### config.mk
export PLATFORM = sky130hd
export DESIGN_NAME = prog_clk_div
export DESIGN_NICKNAME = d
export VERILOG_FILES = /design/src/rtl/prog_clk_div.sv
export SDC_FILE = /design/constraint.sdc
export NUM_CORES = 1
export LEC_CHECK = 0
export CAP_MARGIN = 20
export CORE_MARGIN = 1
export CORE_UTILIZATION = 52
export DETAILED_ROUTE_END_ITERATION = 10
export DONT_BUFFER_PORTS = 1
export PLACE_DENSITY = 0.74
export SYNTH_ARGS = -nofsm -noshare
export SYNTH_HDL_FRONTEND = slang
export SYNTH_SLANG_ARGS = --single-unit
export TNS_END_PERCENT = 30
### constraint.sdc
create_clock -name clk_100MHz -period 5.5 [get_ports clk_100MHz]
set_clock_uncertainty 0.05 [all_clocks]
set_input_delay 1.1 -clock clk_100MHz [delete_from_list [all_inputs] [get_ports clk_100MHz]]
set_output_delay 1.1 -clock clk_100MHz [all_outputs]
set_load 0.01 [all_outputs]
### src/rtl/prog_clk_div.sv
// prog_clk_div: runtime-programmable square-wave / tick generator.
// A half-period counter toggles o_sq every o_div_act enabled cycles. A new
// divisor written through i_div/i_div_wr is held as pending and only takes
// effect at a half-period boundary, so rate changes never produce runt pulses.
// Optional feature macro: PHASE_SYNC_EN adds the i_sync phase-realign input.
//
// Divisor update protocol: i_div_wr is a one-cycle strobe that captures i_div
// (0 is clamped to 1) as the pending divisor; there is no back-pressure and a
// later write before the reload simply replaces the pending value. o_div_ack
// pulses for one cycle, in the same registered update where o_div_act takes
// the new value. A write in the boundary cycle itself waits for the next one.
module prog_clk_div #(
  parameter int DIV_WIDTH   = 17,
  parameter int DEFAULT_DIV = 50_000
) (
  input  logic                 clk_100MHz,
  input  logic                 reset,
  input  logic                 i_enable,
  input  logic [DIV_WIDTH-1:0] i_div,
  input  logic                 i_div_wr,
`ifdef PHASE_SYNC_EN
  input  logic                 i_sync,
`endif
  output logic                 o_sq,
  output logic                 o_tick,
  output logic                 o_div_ack,
  output logic [DIV_WIDTH-1:0] o_div_act,
  output logic [1:0]           o_state_dbg
);

  typedef enum logic [1:0] {
    ST_STOP     = 2'd0,
    ST_RUN      = 2'd1,
    ST_RUN_PEND = 2'd2
  } state_t;

  state_t               state_q, state_d;
  logic [DIV_WIDTH-1:0] cnt_q, cnt_d;
  logic [DIV_WIDTH-1:0] act_q, act_d;
  logic [DIV_WIDTH-1:0] pval_q, pval_d;
  logic                 pend_q, pend_d;
  logic                 sq_q, sq_d;
  logic                 tick_q, tick_d;
  logic                 ack_q, ack_d;
  logic                 sync_w;
  logic                 boundary_w;

`ifdef PHASE_SYNC_EN
  assign sync_w = i_sync;
`else
  assign sync_w = 1'b0;
`endif

  // Last cycle of the current half-period.
  assign boundary_w = (cnt_q == (act_q - DIV_WIDTH'(1)));

  // State register: FSM plus the counter/output datapath it controls.
  always_ff @(posedge clk_100MHz) begin
    if (reset) begin
      state_q <= ST_STOP;
      cnt_q   <= '0;
      act_q   <= DIV_WIDTH'(DEFAULT_DIV);
      pval_q  <= '0;
      pend_q  <= 1'b0;
      sq_q    <= 1'b0;
      tick_q  <= 1'b0;
      ack_q   <= 1'b0;
    end else begin
      state_q <= state_d;
      cnt_q   <= cnt_d;
      act_q   <= act_d;
      pval_q  <= pval_d;
      pend_q  <= pend_d;
      sq_q    <= sq_d;
      tick_q  <= tick_d;
      ack_q   <= ack_d;
    end
  end

  // Next state: STOP whenever disabled, otherwise RUN or RUN_PEND by pending flag.
  always_comb begin
    state_d = state_q;
    if (!i_enable) begin
      state_d = ST_STOP;
    end else if (pend_d) begin
      state_d = ST_RUN_PEND;
    end else begin
      state_d = ST_RUN;
    end
  end

  // Outputs/datapath: counting, toggling, boundary reload and pending capture.
  always_comb begin
    cnt_d  = cnt_q;
    act_d  = act_q;
    pval_d = pval_q;
    pend_d = pend_q;
    sq_d   = sq_q;
    tick_d = 1'b0;
    ack_d  = 1'b0;
    if (sync_w) begin
      // Realign phase; any pending divisor is applied right away.
      cnt_d = '0;
      sq_d  = 1'b0;
      if (pend_q) begin
        act_d  = pval_q;
        ack_d  = 1'b1;
        pend_d = 1'b0;
      end
    end else if (i_enable) begin
      if (boundary_w) begin
        cnt_d  = '0;
        sq_d   = ~sq_q;
        tick_d = ~sq_q;
        if (pend_q) begin
          act_d  = pval_q;
          ack_d  = 1'b1;
          pend_d = 1'b0;
        end
      end else begin
        cnt_d = cnt_q + DIV_WIDTH'(1);
      end
    end
    // A write in the reload cycle becomes the next pending value.
    if (i_div_wr) begin
      pend_d = 1'b1;
      pval_d = (i_div == '0) ? DIV_WIDTH'(1) : i_div;
    end
  end

  assign o_sq        = sq_q;
  assign o_tick      = tick_q;
  assign o_div_ack   = ack_q;
  assign o_div_act   = act_q;
  assign o_state_dbg = state_q;

endmodule

==> metrics.txt, run 1 <==
status=completed; layout overhead on the synthesized area=5.950%; Setup TNS Final=0 ns; power density over the cells=267.9 nW/um2; RSZ-0062 raised after global routing=false; post-synthesis cell count=roughly 330; crit path cell chain=nor4_4, nand4b_1, a2111o_1, or3_1, or4_1, o41ai_4, o22ai_1; syn_nets=approximately 350; fmax=about 280 MHz; maximum vdd ir drop=about 0.16 mV; IO Pins=43; Buffers on Ports=0; CTS H-Tree Depth=3; total number of vias=2280; Area after DPL=around 2900 um2; setup violators final=0; Critical Path Source Type=register; post-synth top area share=approximately two fifths; drt first pass iters=4; initial antenna violation count=0; Avg Inst Size Synth=around 9 um2; Hold-fix buffers, CTS=0; drt via density=5.743; Slew Viols, Final=0; CTS sink cnt=57; Die W=a little under 80 um; filler instances=488; min cycle time layout=~3.5 ns; fin crit share=about 64%; Clock Pin Slew Worst Setup and Hold Paths=0.06 ns; final hold violation count=0; Site Rows=26; drt wl/cell=about 15 um; layout cell share with drive strength beyond 1=slightly below 9%; vias in the first global route=between 2000 and 2500; Hold Crit Class=reg -> reg; Yosys warnings=0; Worst Path Required=approximately 5.6 ns; 1st-iter DRT viols=127; Worst-Skew Late Latency=approximately 0.35 ns; CP max stage cell=o41ai_4; fin cells=roughly 400; GPL Wtd Cong=0.7792; HPWL after detailed placement=about 4400 um; total core area=between 5000 and 6000 um2; final instance area=just over 3000 um2; Tot GR Track Use=between 20% and 30%; first-pass GRT wire length=10120 um; grt total ovfl=0; leading area contributor after synthesis=dfxtp_1; # DRC=0; critical path endpoint category=register; Synth Flop Type=dfxtp_1; Synth area leaders=dfxtp_1 39%, mux2i_1 12%, nor2_1 7.2%, xnor2_1 5.1%, nand2_1 5.0%; CP max FO=15; share of flip-flops with an asynchronous set or reset=0%; Distinct cells, synth=between 50 and 60; CTS root buffer=clkbuf_8; CTS tree=done; die height=approximately 77 um; type of the worst setup path=reg -> reg; CTS Buf Count=9; Ant. Diodes=0; Placed Instances=roughly 380; clk buf depth=2; Maximum Capacitance Violations=0; post-cts sizing count=0; Initial Util=a little under three fifths; fin nets=approximately 350; Pleak=roughly 1.1 nW; die area=5924 um2; Crit path largest cell delay=0.70 ns; EDFF count, synth=0; register area share after synthesis=between 30% and 40%; Slew HR=a little over a third; Post-CTS Setup Bufs=0; Antenna Nets Post-Route=0; largest net degree at the start of global routing=39; Slew @ Worst Pin=0.9507 ns; Worst EP arrival=between 3 and 4 ns; post-synthesis register bit count=57; DRT Wirelength=around 6000 um; Post-Syn Area=roughly 2900 um2
worst max-delay path: cells and delay by family (launching register included):
kind               cells  cell delay (ns)
and+or+nand+nor        4             1.57
DFF                    1             0.44
AOI/OAI and AO/OA      3             1.32
power by group:
part	internal (W)	total [W]	switching, W
Clock	0.000214	0.000370	0.000157
Combinational	0.0000140	0.0000289	0.0000148
Sequential	0.000423	0.000431	0.00000736
cell usage after synthesis, types with 4 or more instances:
library cell and number:
or3_1 6, xor2_1 13, mux2i_1 36, o21ai_0 5
nor2_1 56, dfxtp_1 57, nand3_1 4, xnor2_1 17
inv_1 7, clkbuf_1 7, nand2_1 39, nor4_1 7
a21oi_1 7, nor3_1 5
cell families (layout without fill, tap and decap cells):
| family | Yosys count | after routing | share of synthesized area [%] |
|---|---|---|---|
| AO/OA/AOI/OAI | 34 | 34 | 9.118 |
| buffers and inverters | 24 | 22 | 4.666 |
| multiplexers | 38 | 38 | 13.10 |
| XOR/XNOR | 30 | 30 | 8.990 |
| adder cells (fa/ha/maj) | 2 | 2 | 0.8560 |
| flip-flops | 57 | 57 | 39.04 |
| AND/OR/NAND/NOR | 144 | 144 | 24.23 |
flip-flops by register name, summed over array words and instances (netlist names):
name / flops
cnt_q: 17
o_tick: 1
o_div_ack: 1
o_state_dbg: 2
o_div_act: 17
o_sq: 1
pend_q: 1
pval_q: 17
worst paths after layout:
kind | start | end | slack, ns | cells past startpoint
worst min-delay path | pval_q[7] | o_div_act[7] | 0.41 | 2
worst max register to register | o_div_act[6] | pend_q | 1.96 | 7
worst max-delay path | o_div_act[6] | pend_q | 1.96 | 7
worst min register to register | pval_q[7] | o_div_act[7] | 0.41 | 2
cells in the final DEF (no fill, tap or decap), drive strengths merged, types with 3 or more instances in the layout:
master | Yosys | final
nand2 | 39 | 39
nand4 | 3 | 3
or4 | 3 | 3
xor2 | 13 | 13
dfxtp | 57 | 57
a41oi | 3 | 3
a21oi | 7 | 7
a31oi | 4 | 4
nor3 | 5 | 5
clkinv | 0 | 3
or3 | 6 | 6
o21ai | 5 | 5
xnor2 | 17 | 17
nor4 | 9 | 9
and2 | 3 | 3
clkbuf | 9 | 10
and3 | 3 | 3
nor4b | 3 | 3
mux2i | 36 | 36
nand3 | 4 | 4
nor2 | 56 | 56
inv | 7 | 7
metrics by stage:
step / hold WS (ns) / power (W) / util [%] / setup slack, ns
after floorplan: 0.3873 / 0.0004691 / - / 2.498
after global placement: 0.3981 / 0.0004672 / 55.29 / 2.046
after detailed placement: 0.4053 / 0.0004683 / 55.29 / 1.983
after CTS: 0.4142 / 0.0008354 / 58.76 / 1.969
after global routing: 0.4276 / 0.0008554 / 58.76 / 1.697
final: 0.4143 / 0.0008296 / 58.76 / 1.959
metal layers:
layer  global-route usage [%]  up-vias  part of all wire [%]
met5                        0        -                     0
met4                    12.45        0                   2.2
met3                    5.476       12                   3.1
met2                    35.63       45                    47
met1                    26.85     1081                    48
li1                         -     1142                     -
cell type report:
type / count / area (um2) / area share [%]
multi-input cells: 248 / 1652 / 53.33
repair buffers: 1 / 7.507 / 0.2424
clock buffers: 10 / 137.6 / 4.444
clock inverters: 4 / 45.04 / 1.455
flip-flops and latches: 57 / 1141 / 36.85
well taps: 70 / 87.58 / 2.828
inverters: 7 / 26.28 / 0.8485
No activity file was read; power rests on OpenSTA's default activity.
==> run 2: changes to the inputs <==
ABC_AREA = 1   (was not set)
clock period = 3.71 ns   (was 5.5 ns; I/O delays follow)
==> metrics.txt, run 2 <==
status=completed; CP max stage cell=nand3_2; type of the worst setup path=reg -> reg; Slew HR=between 60 and 70%; Comb pwr share=3.2%; Slew Viols, Final=0; EDFF count, synth=0; Maximum Capacitance Violations=0; CTS root buffer=clkbuf_8; register area share after synthesis=between 30% and 40%; post-synthesis cell count=between 400 and 500; post-synth top area share=a little under 40%; first-pass GRT wire length=~11000 um; final hold violation count=0; CP max FO=29; Setup TNS Final=0 ns; final setup margin=0.9264 ns; RSZ-0062 raised after global routing=false; Crit path max-delay family=simple AND/OR/NAND/NOR gates; layout cell share with drive strength beyond 1=about 6.4%; 1st-iter DRT viols=around 120; min cycle time layout=about 2.8 ns; power density over the cells=387.5 nW/um2; Critical Path Source Type=register; Synth area leaders=dfxtp_1 39%, nand2_1 14%, nor2_1 13%, inv_1 6.6%, nand3_1 3.9%; setup violators final=0; die area=5979 um2; most common cell in the synthesized netlist=nand2_1; switching component of the power=between 0.0002 and 0.0003 W; Post-synth top cells=113 x nand2_1, 99 x nor2_1, 57 x dfxtp_1; Core Util, Final=~58%; Post-CTS Setup Bufs=0; Worst-Skew Late Latency=between 0.3 and 0.4 ns; grt total ovfl=0; syn_nets=474; fin crit share=between 70% and 80%; CTS tree=done; fmax=roughly 360 MHz; drt via density=~5; most common cell after layout, fill and taps aside=nand2_1; CTS Buf Count=9; # DRC=0; Worst Path Required=3.92 ns; Synth Flop Type=dfxtp_1; critical path endpoint category=register; GPL Wtd Cong=between 0.9 and 1; crit path cell chain=inv_1, ha_1, inv_1, nand2_1, nand2_1, nor2_1, nand2_1, nor2_1, nand2_1, nor2_2, nand3_2, nor2_4, nand3_2, nand2_1, nand2_1, nor2_1; Pint=roughly 0.00096 W; share of flip-flops with an asynchronous set or reset=0%; initial antenna violation count=0; drt first pass iters=4; Hold Crit Class=in -> reg; Clk pwr share=44.4%; fin nets=~470; post-cts sizing count=0; drt wl/cell=12.81 um; Die W=77.33 um; Tot GR Track Use=about a quarter; Worst EP arrival=approximately 3.0 ns; Post-Syn Area=2950 um2; Crit path largest cell delay=approximately 0.48 ns; Distinct cells, synth=29; Flop pwr share=52.3%; clk buf depth=2; die height=around 77 um; dpl ws=between 0.9 and 1 ns; Hold-fix buffers, CTS=0; Ant. Diodes=0; commonest non-fill, non-tap cells in the layout=113 x nand2_1, 99 x nor2_1, 57 x dfxtp_1; IO Pins=43; total core area=between 5000 and 6000 um2; Buffers on Ports=0; DRT Wirelength=~6700 um; vias in the first global route=2479; Pleak=between 1.5 and 2 nW; Top cell by count, worst path=nand2_1; Avg Inst Size Synth=approximately 6.5 um2; largest net degree at the start of global routing=36; layout overhead on the synthesized area=7.294%; Site Rows=27; post-synthesis register bit count=between 50 and 60; Yosys warnings=0; HPWL after detailed placement=between 5000 and 6000 um; Initial Util=between 50% and 60%; CTS sink cnt=between 50 and 60; Buf/Inv on CP=2; Clock Pin Slew Worst Setup and Hold Paths=approximately 0.060 ns; Antenna Nets Post-Route=0; maximum vdd ir drop=approximately 0.26 mV; Slew @ Worst Pin=roughly 0.54 ns; leading area contributor after synthesis=dfxtp_1; Sw Share=between 20% and 30%; CTS H-Tree Depth=3; total number of vias=about 2700
==> run 2: cell types whose count changed after synthesis, moves of 8 or more <==
| cell | previous run | this run |
|---|---|---|
| xnor2_1 | 17 | 7 |
| nand2_1 | 39 | 113 |
| o21ai_0 | 5 | 20 |
| nand4_1 | 3 | 11 |
| nand3_1 | 4 | 23 |
| inv_1 | 7 | 52 |
| mux2i_1 | 36 | 0 |
| nor2_1 | 56 | 99 |
==> run 2: cell families after synthesis <==
kind of cell,share of synthesized area (%)
compound gates,5.768
xor+xnor,5.640
buf+inv,9.076
flops,38.68
simple gates,39.99
fa+ha+maj,0.8480
==> run 2: layout make-up <==
cell class              instances  area, um2
clock inverters                 4      45.04
repair buffers                  1      7.507
well taps                      72      90.09
fillers                       562       2307
inverters                      54      202.7
clock buffers                  10      137.6
multi-input cells             328       1541
flip-flops and latches         57       1141
==> run 2: power groups by stage <==
stage                     combinational, W  clock [W]  sequential, W
after floorplan                  0.0000376          0       0.000649
after global placement           0.0000383          0       0.000655
after detailed placement         0.0000391          0       0.000655
after CTS                        0.0000396   0.000553       0.000642
after global routing             0.0000462   0.000584       0.000643
final                            0.0000394   0.000545       0.000642
==> run 2: path summary, 6_finish.rpt <==
check,startpoint,to,slack (ns),depth (start not counted)
worst max-delay path,o_div_act[0],o_div_act[3],0.93,16
worst min-delay path,reset,cnt_q[1],0.42,1
worst max register to register,o_div_act[0],o_div_act[3],0.93,16
worst min register to register,pval_q[2],o_div_act[2],0.45,2
==> run 2: worst reg2reg max path, cell delays in order, from the launching register on <==
cell and delay (ns):
dfxtp_1 0.44, inv_1 0.14, ha_1 0.32, inv_1 0.04, nand2_1 0.06, nand2_1 0.04, nor2_1 0.08, nand2_1 0.06
nor2_1 0.10, nand2_1 0.07, nor2_2 0.11, nand3_2 0.09, nor2_4 0.25, nand3_2 0.49, nand2_1 0.19, nand2_1 0.07
nor2_1 0.12
==> run 2: metal layers <==
metal / up-vias / wire, um / track usage [%]
li1: 1410 / - / -
met1: 1199 / 3075 / 29.35
met2: 77 / 3112 / 39.38
met3: 17 / 411 / 7.262
met4: 0 / 139 / 9.623
met5: - / 0 / 0
==> run 2: per-stage QoR <==
stage | instances | area [um2] | total power (W) | hold WS [ns]
after global routing | 526 | 3166 | 0.001274 | 0.4053
after global placement | 512 | 2983 | 0.0006932 | 0.4157
after CTS | 526 | 3166 | 0.001234 | 0.4126
after floorplan | 451 | 2950 | 0.0006866 | 0.3996
after detailed placement | 512 | 2983 | 0.0006940 | 0.4246
final | 526 | 3166 | 0.001227 | 0.4244
==> run 3: changes to the inputs <==
PLACE_DENSITY = 0.77   (was 0.74)
clock period = 2.2 ns   (was 3.71 ns; I/O delays follow)
==> metrics.txt, run 3 (synthesis gave the netlist of run 2 again) <==
setup violators final=1; first-pass GRT wire length=11860 um; fin crit share=100.5%; Worst-Skew Late Latency=roughly 0.34 ns; Slew @ Worst Pin=0.4509 ns; total core area=between 5000 and 6000 um2; Tot GR Track Use=approximately a quarter; maximum vdd ir drop=0.5822 mV; failing checks=setup timing; type of the worst setup path=reg -> reg; Pleak=between 1.5 and 2 nW; DRT Wirelength=around 7500 um; Hold-fix buffers, CTS=0; status=finished, violations left; GR peak layer=met2; GPL Wtd Cong=0.9508; Hold Crit Class=in -> reg; Worst Path Required=approximately 2.4 ns; drt first pass iters=6; Post-CTS Setup Bufs=0; 1st-iter DRT viols=roughly 230; Top cell by count, worst path=nand2_1; layout overhead on the synthesized area=18.49%; CTS root buffer=clkbuf_8; drt wl/cell=13.48 um; # DRC=0; most common cell after layout, fill and taps aside=nand2_1; fmax=452.1 MHz; fin nets=499; die area=~6000 um2; IO Pins=43; dpl ws=-0.01206 ns; GR Util met2=40.71%; Tot Pwr=0.002133 W; Clock Pin Slew Worst Setup and Hold Paths=approximately 0.06 ns; CP max FO=6; commonest non-fill, non-tap cells in the layout=104 x nand2_1, 88 x nor2_1, 54 x dfxtp_1; Slew Viols, Final=0; HPWL after detailed placement=5336 um; min cycle time layout=between 2 and 2.5 ns; Site Rows=27; Ant. Diodes=0; final setup margin=-0.01210 ns; Slew HR=between 60% and 70%; largest net degree at the start of global routing=36; drt via density=5.159; hold_ws=0.1217 ns; routing usage on met1=roughly a third; total number of vias=roughly 2900; Buf/Inv on CP=3; Buffers on Ports=0; CTS sink cnt=57; Crit path max-delay family=simple AND/OR/NAND/NOR gates; CTS tree=done; vias in the first global route=between 2000 and 3000; RSZ-0062 raised after global routing=true; critical path endpoint category=register; initial antenna violation count=0; CP max stage cell=dfxtp_2; grt total ovfl=0; final hold violation count=0; Initial Util=approximately 54%; Crit path largest cell delay=roughly 0.34 ns; CTS H-Tree Depth=3; die height=between 70 and 80 um; crit path cell chain=inv_2, ha_4, inv_2, nand2_1, nand2_1, nor2_2, nand2_1, nor2_1, nand2_1, nor2_2, nand3_2, nor2_4, nand3_4, clkbuf_16, nand2_1, nand2_1, nor2_1; Critical Path Source Type=register; Core Util, Final=63.88%; power density over the cells=between 600 and 700 nW/um2; Worst EP arrival=2.42 ns; clk buf depth=2; Antenna Nets Post-Route=0; Die W=just under 80 um; layout cell share with drive strength beyond 1=17.26%; Maximum Capacitance Violations=0; CTS Buf Count=9; grt met3 use=approximately 7%
## run 3: per-stage QoR
stage	cells	setup TNS [ns]	cell area [um2]
finish	553	-0.01210	3496
global route	553	-1.239	3496
CTS	550	0	3353
detailed placement	534	-0.06467	3148
global placement	534	0	3148
floorplan	451	0	2950
## run 3: worst paths after layout
check	from	endpoint	slack, ns	cells past startpoint
max	o_div_act[1]	o_div_act[0]	-0.01	17
min reg2reg	pval_q[3]	o_div_act[3]	0.43	2
min	reset	pend_q	0.12	1
max reg2reg	o_div_act[1]	o_div_act[0]	-0.01	17
## run 3: cell type report
type                            instances  area [um2]
Tap cell                               72       90.09
Inverter                               54       202.7
Timing Repair Buffer                   25       214.0
Multi-Input combinational cell        329        1648
Clock buffer                           11       141.4
Fill cell                             500        1977
Clock inverter                          5       55.05
Sequential cell                        57        1145
## run 3: repair_timing
item / CTS / global route
hold endpoints to repair: 0 / 0
cloned: 0 / 3
setup endpoints to repair: 17 / 37
resized for setup: 2 / 35
pin swaps: 0 / 18
## run 3: power breakdown
part           internal [W]  switching [W]
Clock              0.000550       0.000427
Sequential          0.00106      0.0000199
Combinational     0.0000270      0.0000501
Total               0.00164       0.000497
## run 3: layer usage
| layer | wire length [um] | up-vias |
|---|---|---|
| li1 | - | 1460 |
| met3 | 449 | 15 |
| met2 | 3566 | 87 |
| met1 | 3318 | 1291 |
| met5 | 0 | - |
| met4 | 124 | 0 |
